### config.mk
export PLATFORM = sky130hd
export DESIGN_NAME = limb_call_stack
export DESIGN_NICKNAME = d
export VERILOG_FILES = /design/src/rtl/limb_call_stack.sv
export SDC_FILE = /design/constraint.sdc
export NUM_CORES = 1
export LEC_CHECK = 0
export ABC_AREA = 1
export BUFFER_PORTS_ARGS = -buffer_cell sky130_fd_sc_hd__buf_2
export CAP_MARGIN = 20
export CELL_PAD_IN_SITES_DETAIL_PLACEMENT = 1
export CELL_PAD_IN_SITES_GLOBAL_PLACEMENT = 1
export CORE_MARGIN = 4
export CORE_UTILIZATION = 49
export CTS_CLUSTER_SIZE = 40
export DETAILED_ROUTE_END_ITERATION = 7
export GPL_ROUTABILITY_DRIVEN = 0
export PLACE_DENSITY_LB_ADDON = 0.1
export SKIP_LAST_GASP = 1
export SLEW_MARGIN = 20
export SYNTH_ARGS = -nofsm -noshare
export SYNTH_HDL_FRONTEND = slang
export SYNTH_SLANG_ARGS = --single-unit
### constraint.sdc
create_clock -name clk_i -period 3.2 [get_ports clk_i]
set_input_delay 0.64 -clock clk_i [delete_from_list [all_inputs] [get_ports clk_i]]
set_output_delay 0.64 -clock clk_i [all_outputs]
set_load 0.005 [all_outputs]
### src/rtl/limb_call_stack.sv
// limb_call_stack: return-address stack for the Limb CPU.
// Holds PC values pushed on call and popped on ret. The write pointer is
// internal; software only sees the top entry, the fill count and the sticky
// overflow/underflow flags. Depth need not be a power of two, so all pointer
// arithmetic wraps explicitly at DEPTH-1 rather than relying on bit width.
//
// Request handling per edge (highest priority first):
//   request              | action
//   ---------------------+-----------------------------------------------
//   reset_i              | empty stack, clear flags, ignore everything else
//   push & pop, count>0  | overwrite top in place, no error
//   push & pop, count=0  | acts as a plain push, flags underflow
//   push, not full       | store at wptr, advance wptr, count+1
//   push, full, no wrap  | drop the value, flag overflow
//   push, full, wrap     | overwrite oldest entry, advance wptr, flag overflow
//   pop, count>0         | retreat wptr, count-1
//   pop, count=0         | flag underflow only
module limb_call_stack #(
   parameter int ADDR_W           = 8,
   parameter int DEPTH            = 16,
   parameter bit WRAP_ON_OVERFLOW = 1'b0,
   localparam int CW              = $clog2(DEPTH + 1),
   localparam int PW              = (DEPTH > 1) ? $clog2(DEPTH) : 1
) (
   input  logic              clk_i,
   input  logic              reset_i,
   input  logic              push_i,
   input  logic [ADDR_W-1:0] push_data_i,
   input  logic              pop_i,
   input  logic              clear_err_i,
   output logic [ADDR_W-1:0] top_o,
   output logic [CW-1:0]     count_o,
   output logic              empty_o,
   output logic              full_o,
   output logic              overflow_o,
   output logic              underflow_o
);

   localparam logic [PW-1:0] PTR_LAST  = PW'(DEPTH - 1);
   localparam logic [CW-1:0] CNT_FULL  = CW'(DEPTH);

   logic [ADDR_W-1:0] mem [DEPTH];

   logic [PW-1:0] wptr_q, wptr_d;
   logic [CW-1:0] count_q, count_d;
   logic          overflow_q, overflow_d;
   logic          underflow_q, underflow_d;

   logic [PW-1:0] wptr_inc, wptr_dec;
   logic          empty_w, full_w;
   logic          mem_we;
   logic [PW-1:0] mem_waddr;
   logic          set_ovf, set_unf;

   assign wptr_inc = (wptr_q == PTR_LAST) ? '0 : wptr_q + PW'(1);
   assign wptr_dec = (wptr_q == '0) ? PTR_LAST : wptr_q - PW'(1);
   assign empty_w  = (count_q == '0);
   assign full_w   = (count_q == CNT_FULL);

   // Decode the request into next pointer/count, the storage write and flag sets.
   always_comb begin
      wptr_d    = wptr_q;
      count_d   = count_q;
      mem_we    = 1'b0;
      mem_waddr = wptr_q;
      set_ovf   = 1'b0;
      set_unf   = 1'b0;

      if (push_i && pop_i) begin
         if (!empty_w) begin
            mem_we    = 1'b1;
            mem_waddr = wptr_dec;
         end else begin
            mem_we    = 1'b1;
            mem_waddr = wptr_q;
            wptr_d    = wptr_inc;
            count_d   = CW'(1);
            set_unf   = 1'b1;
         end
      end else if (push_i) begin
         if (!full_w) begin
            mem_we    = 1'b1;
            mem_waddr = wptr_q;
            wptr_d    = wptr_inc;
            count_d   = count_q + CW'(1);
         end else begin
            set_ovf = 1'b1;
            if (WRAP_ON_OVERFLOW) begin
               mem_we    = 1'b1;
               mem_waddr = wptr_q;
               wptr_d    = wptr_inc;
            end
         end
      end else if (pop_i) begin
         if (!empty_w) begin
            wptr_d  = wptr_dec;
            count_d = count_q - CW'(1);
         end else begin
            set_unf = 1'b1;
         end
      end

      // A flag raised this edge beats a simultaneous clear.
      overflow_d  = set_ovf | (overflow_q  & ~clear_err_i);
      underflow_d = set_unf | (underflow_q & ~clear_err_i);
   end

   // Control state: pointer, fill count and sticky flags, synchronous reset.
   always_ff @(posedge clk_i) begin
      if (reset_i) begin
         wptr_q      <= '0;
         count_q     <= '0;
         overflow_q  <= 1'b0;
         underflow_q <= 1'b0;
      end else begin
         wptr_q      <= wptr_d;
         count_q     <= count_d;
         overflow_q  <= overflow_d;
         underflow_q <= underflow_d;
      end
   end

   // Entry storage is not reset; a write in a reset cycle is suppressed so the
   // lost push cannot resurface later.
   always_ff @(posedge clk_i) begin
      if (!reset_i && mem_we) begin
         mem[mem_waddr] <= push_data_i;
      end
   end

   // Zero-latency read of the current top; forced to 0 when nothing is stored.
   always_comb begin
      top_o = '0;
      if (!empty_w) begin
         top_o = mem[wptr_dec];
      end
   end

   assign count_o     = count_q;
   assign empty_o     = empty_w;
   assign full_o      = full_w;
   assign overflow_o  = overflow_q;
   assign underflow_o = underflow_q;

endmodule
==> results of run 1 <==
[kinds of logic after synthesis]
family	after synthesis
xor gates and xnor gates	2
DFF	139
buffers and inverters	149
and+or+nand+nor	379
AOI/OAI and AO/OA	20
adders and majority gates	6
[report_power, final]
group          internal [mW]  leakage, nW  switching, mW
sequential              2.06         1.24         0.0714
combinational          0.651         1.82           1.44
clock                   1.21        0.280          0.739
[flip-flops by register name, indices dropped and copies added, names as in the netlist]
signal       count
overflow_o       1
underflow_o      1
count_o          5
wptr_q           4
mem            128
[layout by cell type (no fill, tap or decap), types with 4 or more instances in the layout]
| master | count |
|---|---|
| nand3_1 | 162 |
| dfxtp_1 | 9 |
| nand2_2 | 8 |
| nand2_1 | 126 |
| clkbuf_16 | 17 |
| nand3b_1 | 32 |
| buf_2 | 29 |
| a21oi_1 | 11 |
| nand3_2 | 9 |
| buf_4 | 22 |
| inv_1 | 112 |
| nor2_1 | 32 |
| ha_1 | 4 |
| edfxtp_1 | 128 |
[worst register-to-register path, stage by stage (launching register included)]
cell	delay [ns]
dfxtp_2	0.32
inv_1	0.14
ha_2	0.28
nand2_2	0.11
nand2_2	0.12
buf_12	0.29
nand2_2	0.16
nand2_1	0.09
nand2_1	0.06
nand2_2	0.08
nand3_2	0.10
nor2_1	0.16
buf_4	0.22
[through the flow]
stage	std cells	worst slack [ns]	hold slack, ns	cell area [um2]
3_3_place_gp	889	0.3715	0.4505	7168
5_1_grt	922	0.01555	0.4179	7785
4_1_cts	922	0.04054	0.4136	7772
6_report	922	0.1612	0.4252	7785
2_1_floorplan	695	0.8355	0.4536	6858
3_5_place_dp	889	0.2961	0.4605	7168
[layer usage]
| layer | GRT usage (%) | up-vias | wire [um] |
|---|---|---|---|
| met3 | 4.708 | 33 | 881 |
| met2 | 39.09 | 119 | 8977 |
| li1 | - | 2400 | - |
| met5 | 0 | - | 0 |
| met4 | 8.959 | 0 | 457 |
| met1 | 31.77 | 2554 | 8183 |
[cell type report]
type,count,area share (%)
Tap cell,176,2.829
Inverter,114,5.497
Multi-Input combinational cell,407,27.39
Clock inverter,13,1.913
Timing Repair Buffer,54,4.581
Sequential cell,139,52.23
Clock buffer,19,5.561
[repair_timing]
action / in CTS / in global routing
buffers inserted: 1 / 0
endpoints found under the hold margin: 0 / 0
resized for setup: 4 / 5
endpoints found under the setup margin: 8 / 8
hold buffers: 0 / 0
pin swaps: 1 / 0
[path summary, 6_finish.rpt]
kind | startpoint | endpoint | slack [ns]
worst max register to register | wptr_q[0] | mem[9][4] | 0.78
worst min-delay path | reset_i | count_o[0] | 0.43
worst min register to register | underflow_o | underflow_o | 0.47
worst max-delay path | wptr_q[0] | top_o[5] | 0.16
==> summary.md, run 1 <==
| Metric | Value |
|---|---|
| Share of the synthesized area in the top cell type | 56.05% |
| Crit path depth | 9 |
| Layout Area Growth over Synthesis | 13.52% |
| Post-synthesis async set-or-reset flop share | 0% |
| Num CTS Buffers | 17 |
| Status | finished clean |
| Worst-skew pair later-pin latency | 0.42 ns |
| Max rail drop VDD | 0.0004046 V |
| Nets@finish | 752 |
| Slew @ Worst Pin | 0.6038 ns |
| Simple-gate portion of the synthesized area | 27.66% |
| Routed via count | 5,106 |
| Total chip power | 6.176 mW |
| Fraction of synthesized area in multiplexers | 0% |
| First-pass GRT wire length | 29,170 um |
| DPL Wire Length | 12,010 um |
| Post-synthesis adder-cell area fraction | 1.204% |
| Final count of negative-setup-slack endpoints | 0 |
| WP data required | 2.56 ns |
| Htree depth | 4 |
| CP Max Fanout | 71 |
| Slowest library cell on the worst path | buf_6 |
| Largest cells by area after synthesis | edfxtp_1 (56%), nand3_1 (12%), nand2_1 (6.9%), inv_1 (6.1%), nand3b_1 (3.5%) |
| Most common cell in the netlist | nand3_1 |
| CTS tree | built |
| Largest net degree at the start of global routing | 72 |
| CP bufs+invs | 3 |
| Count of flip-flops with a built-in enable after synthesis | 128 |
| Clk buf depth | 2 |
| Synth area leader | edfxtp_1 |
| Core area | 13,450 um2 |
| Final hold vios | 0 |
| Die Ht | 126.3 um |
| Reg2Reg Depth | 12 |
| Core Util, Final | 57.87% |
| Area of the multi-input gates | 2132 um2 |
| Critical path's largest stage delay | 0.44 ns |
| Global route total overflow | 0 |
| CTS sink count | 139 |
| DIE WIDTH | 126.3 um |
| CP most frequent cell | nand3_1 |
| # rows | 42 |
| Initial core utilization | 50.98% |
| Drt drc | 0 |
| Mapped Area | 6858 um2 |
| Hold depth | 2 |
| Gate count of the mapped netlist | 695 |
| Reg area | 4066 um2 |
| Post-synthesis compound-gate area fraction | 1.660% |
| I/O pin count | 30 |
| DR WL/cell | 20.06 um |
| Most used DFF post-synth | edfxtp_1 |
| Slew Limit Fails | 0 |
| Synth warn | 0 |
| Final wirelength | 18,500 um |
| Post-Route Skew | 0.004233 ns |
| Drt first pass iters | 6 |
| CP cell instances | buf_6, nand2_2, buf_12, nand2_1, nand3_1, nand3_1, nand3_1, nand2_1, buf_2 |
| Fmax | 329.1 MHz |
| Seq/Total Area, Yosys | 59.26% |
| Maxcap violations | 0 |
| Xor/xnor share of the synthesized area | 0.5291% |
| Worst path top cell family by delay | buffers and inverters |
| Main combinational cell family by area after synthesis | simple AND/OR/NAND/NOR gates |
| Mapped Avg Cell Area | 9.867 um2 |
| CTS root buffer | clkbuf_16 |
| Library cells used by synthesis | 32 |
| RSZ-0062 raised after global routing | false |
| CTS clk-pin slew, worst paths | 0.06 ns |
| Remaining antenna violation count | 0 |
| Initial drt markers | 374 |
| Global Route Usage Sum | 23.88% |
| Max_slew headroom | 59.75% |
| Crit start category | flip-flop |
| Routed vias/inst | 5.538 |
| Number of diodes | 0 |
| WS Path Type | reg2out |
| Pwr dens | 793.4 nW/um2 |
| Leak | 3.346 nW |
| Layout cells sized above 1 | 15.28% |
| Tightest Hold Check Type | in2reg |
| Antenna violations before repair | 0 |
| Worst Setup End Kind | output pin |
| Setup Total Neg Slack | 0 ns |
| Final Critical Period | 3.039 ns |
| Vias in the first global route | 5,231 |
| DIE AREA | 15,950 um2 |
| PortBufs | 29 |
| Post-synth top cells | nand3_1 (162), edfxtp_1 (128), nand2_1 (126), inv_1 (112) |
| Post-Syn Nets | 714 |
| Crit share post-route | 94.96% |
| Synth Register Bits | 139 |
| FILL cells | 1,559 |
| Arrival @ worst endpoint | 2.40 ns |
Power figures use the tool's default switching activity.
==> run 2, diff against run 1 <==
--- a/config.mk
+++ b/config.mk
@@ -11,7 +11,7 @@
 export CELL_PAD_IN_SITES_DETAIL_PLACEMENT = 1
 export CELL_PAD_IN_SITES_GLOBAL_PLACEMENT = 1
 export CORE_MARGIN = 4
-export CORE_UTILIZATION = 49
+export CORE_UTILIZATION = 40
 export CTS_CLUSTER_SIZE = 40
 export DETAILED_ROUTE_END_ITERATION = 7
 export GPL_ROUTABILITY_DRIVEN = 0
==> summary.md, run 2 (same netlist as run 1, synthesis figures left out) <==
| Metric | Value |
|---|---|
| Worst Setup End Kind | output pin |
| DR WL/cell | 19.52 um (-2.7%) |
| Max rail drop VDD | 0.0003998 V (-1.2%) |
| Pwr dens | 787.5 nW/um2 (-0.74%) |
| Cells after DPL | 936 (+5.3%) |
| Antenna violations before repair | 0 (unchanged) |
| Drt first pass iters | 4 (-2) |
| Largest net degree at the start of global routing | 66 (-8.3%) |
| First-pass GRT wire length | 30,050 um (+3.0%) |
| Crit start category | flip-flop |
| Clk buf depth | 2 (unchanged) |
| Critical path's largest stage delay | 0.53 ns (+0.09 ns) |
| Worst-skew pair later-pin latency | 0.42 ns (about the same) |
| Slowest library cell on the worst path | a21oi_2 |
| Layout cells sized above 1 | 16.40% (+1.1 points) |
| Htree depth | 4 (unchanged) |
| Final Critical Period | 3.068 ns (+0.02966 ns) |
| Remaining antenna violation count | 0 (unchanged) |
| Wire length on met3 | 721 um (-18%) |
| Num CTS Buffers | 17 (unchanged) |
| Number of diodes | 0 (unchanged) |
| CTS tree | built |
| CP Max Fanout | 8 (-89%) |
| Max_slew headroom | 58.06% (-1.7 points) |
| Most common cell after layout, fill and taps aside | nand3_1 |
| Vias in the first global route | 5,436 (+3.9%) |
| M1 wire length | 8219 um (+0.44%) |
| Status | finished clean |
| CP bufs+invs | 2 (-1) |
| Setup Total Neg Slack | 0 ns (unchanged) |
| DPL Wire Length | 12,280 um (+2.2%) |
| Post-Route Skew | 0.008408 ns (+0.004175 ns) |
| Met2 wire len | 9539 um (+6.3%) |
| Final wirelength | 18,940 um (+2.4%) |
| WS Path Type | reg2out |
| Routed via count | 5,023 (-1.6%) |
| Max layer used | met4 |
| Most frequent cells in the layout | nand3_1 (162), edfxtp_1 (128), nand2_1 (126) |
| Worst setup path start | wptr_q[0] |
| Nets@finish | 756 (+0.53%) |
| Tightest Hold Check Type | in2reg |
| Critical R2R Launch | wptr_q[0] |
| Global route total overflow | 0 (unchanged) |
| CP most frequent cell | nand2_1 |
| Drt drc | 0 (unchanged) |
| Crit share post-route | 95.89% (+0.93 points) |
| Routed vias/inst | 5.178 (-6.5%) |
| CP cell instances | inv_1, ha_1, nand2_1, nand2_1, nand2_1, a21oi_2, nand3_1, nand2_1, buf_2 |
| Max reg flops | 128 (unchanged) |
| Final count of negative-setup-slack endpoints | 0 (unchanged) |
| FILL cells | 1,931 (+24%) |
| Total chip power | 6.223 mW (+0.76%) |
| Maxcap violations | 0 (unchanged) |
| Worst path top cell family by delay | simple AND/OR/NAND/NOR gates |
| Launch point of the worst hold path | reset_i |
| DIE WIDTH | 138.9 um (+10%) |
| RSZ-0062 raised after global routing | false |
| CTS clk-pin slew, worst paths | 0.06 ns (about the same) |
| Biggest register | mem |
| Global Route Usage Sum | 20.22% (-3.7 points) |
| Slew Limit Fails | 0 (unchanged) |
| CTS sink count | 139 (unchanged) |
| Non-Filler Instances | 970 (+5.2%) |
| Initial core utilization | 41.06% (-9.9 points) |
| CTS root buffer | clkbuf_16 |
| Fmax | 325.9 MHz (-0.97%) |
| Final hold vios | 0 (unchanged) |
| Arrival @ worst endpoint | 2.43 ns (+0.03 ns) |
| Layout Area Growth over Synthesis | 15.23% |
| Die Ht | 138.9 um (+10%) |
| I/O pin count | 30 (unchanged) |
| Core area | 16,700 um2 (+24%) |
| PortBufs | 29 (unchanged) |
| Initial drt markers | 352 (-5.9%) |
| Leak | 3.377 nW (+0.94%) |
| Slew @ Worst Pin | 0.6290 ns (+0.02525 ns) |
| WP data required | 2.56 ns (about the same) |
| DIE AREA | 19,300 um2 (+21%) |
| # rows | 47 (+12%) |
[run 2: through the flow]
step	hold WS, ns	util [%]	instance area [um2]	setup slack, ns
floorplan	0.4536	-	6858	0.8355
CTS	0.4181	46.97	7845	0.02678
global route	0.4239	47.32	7903	0.007683
global placement	0.4519	43.46	7258	0.5798
detailed placement	0.4556	43.46	7258	0.4815
finish	0.4280	47.32	7903	0.1316
[run 2: power breakdown]
| group | internal, mW | leakage [nW] | total (mW) | switching (mW) |
|---|---|---|---|---|
| combinational | 0.705 | 1.85 | 2.14 | 1.44 |
| clock | 1.10 | 0.283 | 1.95 | 0.849 |
| sequential | 2.06 | 1.24 | 2.13 | 0.0734 |
[run 2: layout make-up]
| cell class | count | area, um2 | area share [%] |
|---|---|---|---|
| Sequential cell | 139 | 4066 | 51.46 |
| Inverter | 114 | 431.7 | 5.462 |
| Clock inverter | 15 | 161.4 | 2.042 |
| Clock buffer | 17 | 425.4 | 5.383 |
| Multi-Input combinational cell | 407 | 2130 | 26.95 |
| Timing Repair Buffer | 58 | 412.9 | 5.225 |
| Tap cell | 220 | 275.3 | 3.483 |
[run 2: final timing paths]
check,to,slack (ns),depth (start not counted)
worst max-delay path,top_o[2],0.13,9
worst min-delay path,underflow_o,0.43,2
worst max register to register,mem[15][7],0.72,12
worst min register to register,underflow_o,0.47,2
[run 2: worst reg2reg max path: cells and delay by family, from the launching register on]
kind	cells	cell delay [ns]
fa+ha+maj	1	0.33
flops	1	0.32
buf+inv	3	0.66
simple gates	8	0.88
[run 2: per-layer routing]
metal / vias to the layer above / global-route usage [%]
li1: 2411 / -
met1: 2489 / 26.01
met2: 97 / 33.62
met3: 26 / 3.862
met4: 0 / 8.445
met5: - / 0
[run 2: repair_timing]
item                       in CTS  in global routing
buffers inserted                0                  1
resized for setup               0                  4
hold buffers                    0                  0
setup endpoints to repair       0                  8
==> run 3, diff against run 2 <==
--- a/config.mk
+++ b/config.mk
@@ -15,7 +15,7 @@
 export CTS_CLUSTER_SIZE = 40
 export DETAILED_ROUTE_END_ITERATION = 7
 export GPL_ROUTABILITY_DRIVEN = 0
-export PLACE_DENSITY_LB_ADDON = 0.1
+export PLACE_DENSITY = 0.79
 export SKIP_LAST_GASP = 1
 export SLEW_MARGIN = 20
 export SYNTH_ARGS = -nofsm -noshare
==> summary.md, run 3 (same netlist as run 1, synthesis figures left out) <==
| Metric | Value |
|---|---|
| Core Util, Final | 46.88% (-0.44 points) |
| Leak | 3.329 nW (-1.4%) |
| Drt first pass iters | 5 (+1) |
| CTS clk-pin slew, worst paths | 0.06 ns (about the same) |
| Max reg flops | 128 (unchanged) |
| Routed via count | 5,097 (+1.5%) |
| I/O pin count | 30 (unchanged) |
| Max rail drop VDD | 0.0004271 V (+6.8%) |
| Slew Limit Fails | 0 (unchanged) |
| Worst-skew pair later-pin latency | 0.43 ns (about the same) |
| Global Route Usage Sum | 19.68% (-0.54 points) |
| DIE WIDTH | 138.9 um (unchanged) |
| Htree depth | 4 (unchanged) |
| Vias in the first global route | 5,355 (-1.5%) |
| # rows | 47 (unchanged) |
| Pwr dens | 780.6 nW/um2 (-0.87%) |
| Final hold vios | 0 (unchanged) |
| Crit share post-route | 95.85% (about the same) |
| Non-Filler Instances | 965 (-0.52%) |
| Most common cell after layout, fill and taps aside | nand3_1 |
| Initial drt markers | 372 (+5.7%) |
| DPL Wire Length | 11,990 um (-2.4%) |
| Crit start category | flip-flop |
| Worst Setup End Kind | output pin |
| Cts hold-fix bufs | 0 (unchanged) |
| PortBufs | 29 (unchanged) |
| Most frequent cells in the layout | nand3_1 (162), edfxtp_1 (128), nand2_1 (126) |
| Final wirelength | 18,840 um (-0.53%) |
| DIE AREA | 19,300 um2 (unchanged) |
| Initial core utilization | 41.06% (unchanged) |
| Layout Area Growth over Synthesis | 14.16% |
| CP most frequent cell | nand3_1 |
| Post-Route Skew | 0.006567 ns (-0.001842 ns) |
| Nets@finish | 753 (-0.40%) |
| Status | finished clean |
| Setup Total Neg Slack | 0 ns (unchanged) |
| Core area | 16,700 um2 (unchanged) |
| WP data required | 2.56 ns (about the same) |
| Routed vias/inst | 5.282 (+2.0%) |
| Clk buf depth | 2 (unchanged) |
| Final count of negative-setup-slack endpoints | 0 (unchanged) |
| Remaining antenna violation count | 0 (unchanged) |
| First-pass GRT wire length | 29,520 um (-1.8%) |
| Critical path's largest stage delay | 0.33 ns (-0.20 ns) |
| Global route total overflow | 0 (unchanged) |
| Num CTS Buffers | 17 (unchanged) |
| Layout cells sized above 1 | 15.57% (-0.83 points) |
| Maxcap violations | 0 (unchanged) |
| Fmax | 326.0 MHz (about the same) |
| Total chip power | 6.112 mW (-1.8%) |
| Slowest library cell on the worst path | dfxtp_2 |
| CTS root buffer | clkbuf_16 |
| CP cell instances | inv_1, ha_2, nand2_2, nand2_2, buf_4, nand2_1, nand3_1, nand3_1, nand3_1, nand2_1, buf_2 |
| Max_slew headroom | 61.80% (+3.7 points) |
| CTS sink count | 139 (unchanged) |
| Arrival @ worst endpoint | 2.43 ns (about the same) |
| CTS tree | built |
| Slew @ Worst Pin | 0.5730 ns (-0.05607 ns) |
| FILL cells | 1,916 (-0.78%) |
| Biggest register | mem |
| CP Max Fanout | 22 (+14) |
| Cells after DPL | 934 (-0.21%) |
| WS Path Type | reg2out |
| Setup bufs post-CTS | 0 (unchanged) |
| DR WL/cell | 19.52 um (about the same) |
| Drt drc | 0 (unchanged) |
| Die Ht | 138.9 um (unchanged) |
| Design area | 7829 um2 (-0.93%) |
| Number of diodes | 0 (unchanged) |
| Final Critical Period | 3.067 ns (-0.001311 ns) |
| Largest net degree at the start of global routing | 72 (+9.1%) |
| Placed Area | 7256 um2 (about the same) |
| Tightest Hold Check Type | in2reg |
| Antenna violations before repair | 0 (unchanged) |
run 3: cell count changes in the layout (fill, tap and decap cells not counted), moves of 2 or more:
cell      before  now
buf_4         24   21
clkbuf_1       0    2
clkinv_1       0    2
clkinv_4       4    1
inv_8          3    0
run 3: per-stage QoR:
step,hold WS [ns],worst slack [ns]
floorplan,0.4536,0.8355
global placement,0.4476,0.5642
detailed placement,0.4780,0.4277
CTS,0.4065,0.03046
global route,0.4109,-0.0001226
finish,0.4166,0.1329
run 3: layer usage:
metal  vias to the layer above  part of all wire [%]  track usage, %
met5                         -                     0               0
met4                         0                   1.9           5.664
met3                        26                   3.7           3.828
met2                       105                    52           34.85
met1                      2568                    43           24.54
li1                       2398                     -               -
run 3: area by class of cell:
type | instances | area, um2 | area share [%]
flip-flops and latches | 139 | 4068 | 51.96
well taps | 220 | 275.3 | 3.516
repair buffers | 55 | 394.1 | 5.034
inverters | 114 | 427.9 | 5.466
multi-input cells | 407 | 2132 | 27.23
clock buffers | 19 | 432.9 | 5.530
clock inverters | 11 | 98.84 | 1.263
run 3: repair_timing:
action	CTS	global route
endpoints found under the setup margin	4	8
cloned	0	1
resized for setup	1	7
run 3: power by group:
part           total, mW  switching (mW)  internal (mW)
Sequential          2.14          0.0761           2.06
Combinational       2.17            1.47          0.704
Clock               1.80           0.749           1.06
Total               6.11            2.29           3.82
run 3: path summary, 6_finish.rpt:
kind / start / to / cells past startpoint / slack (ns)
worst max-delay path: wptr_q[0] / top_o[0] / 11 / 0.13
worst min-delay path: reset_i / underflow_o / 2 / 0.42
worst max register to register: wptr_q[0] / mem[13][1] / 12 / 0.74
worst min register to register: underflow_o / underflow_o / 2 / 0.49
run 3: worst max-delay path, delay by kind of cell (launching register included):
family / cells / cell delay, ns
adder cells (fa/ha/maj): 1 / 0.29
flip-flops: 1 / 0.33
buffers and inverters: 3 / 0.57
AND/OR/NAND/NOR: 7 / 0.79
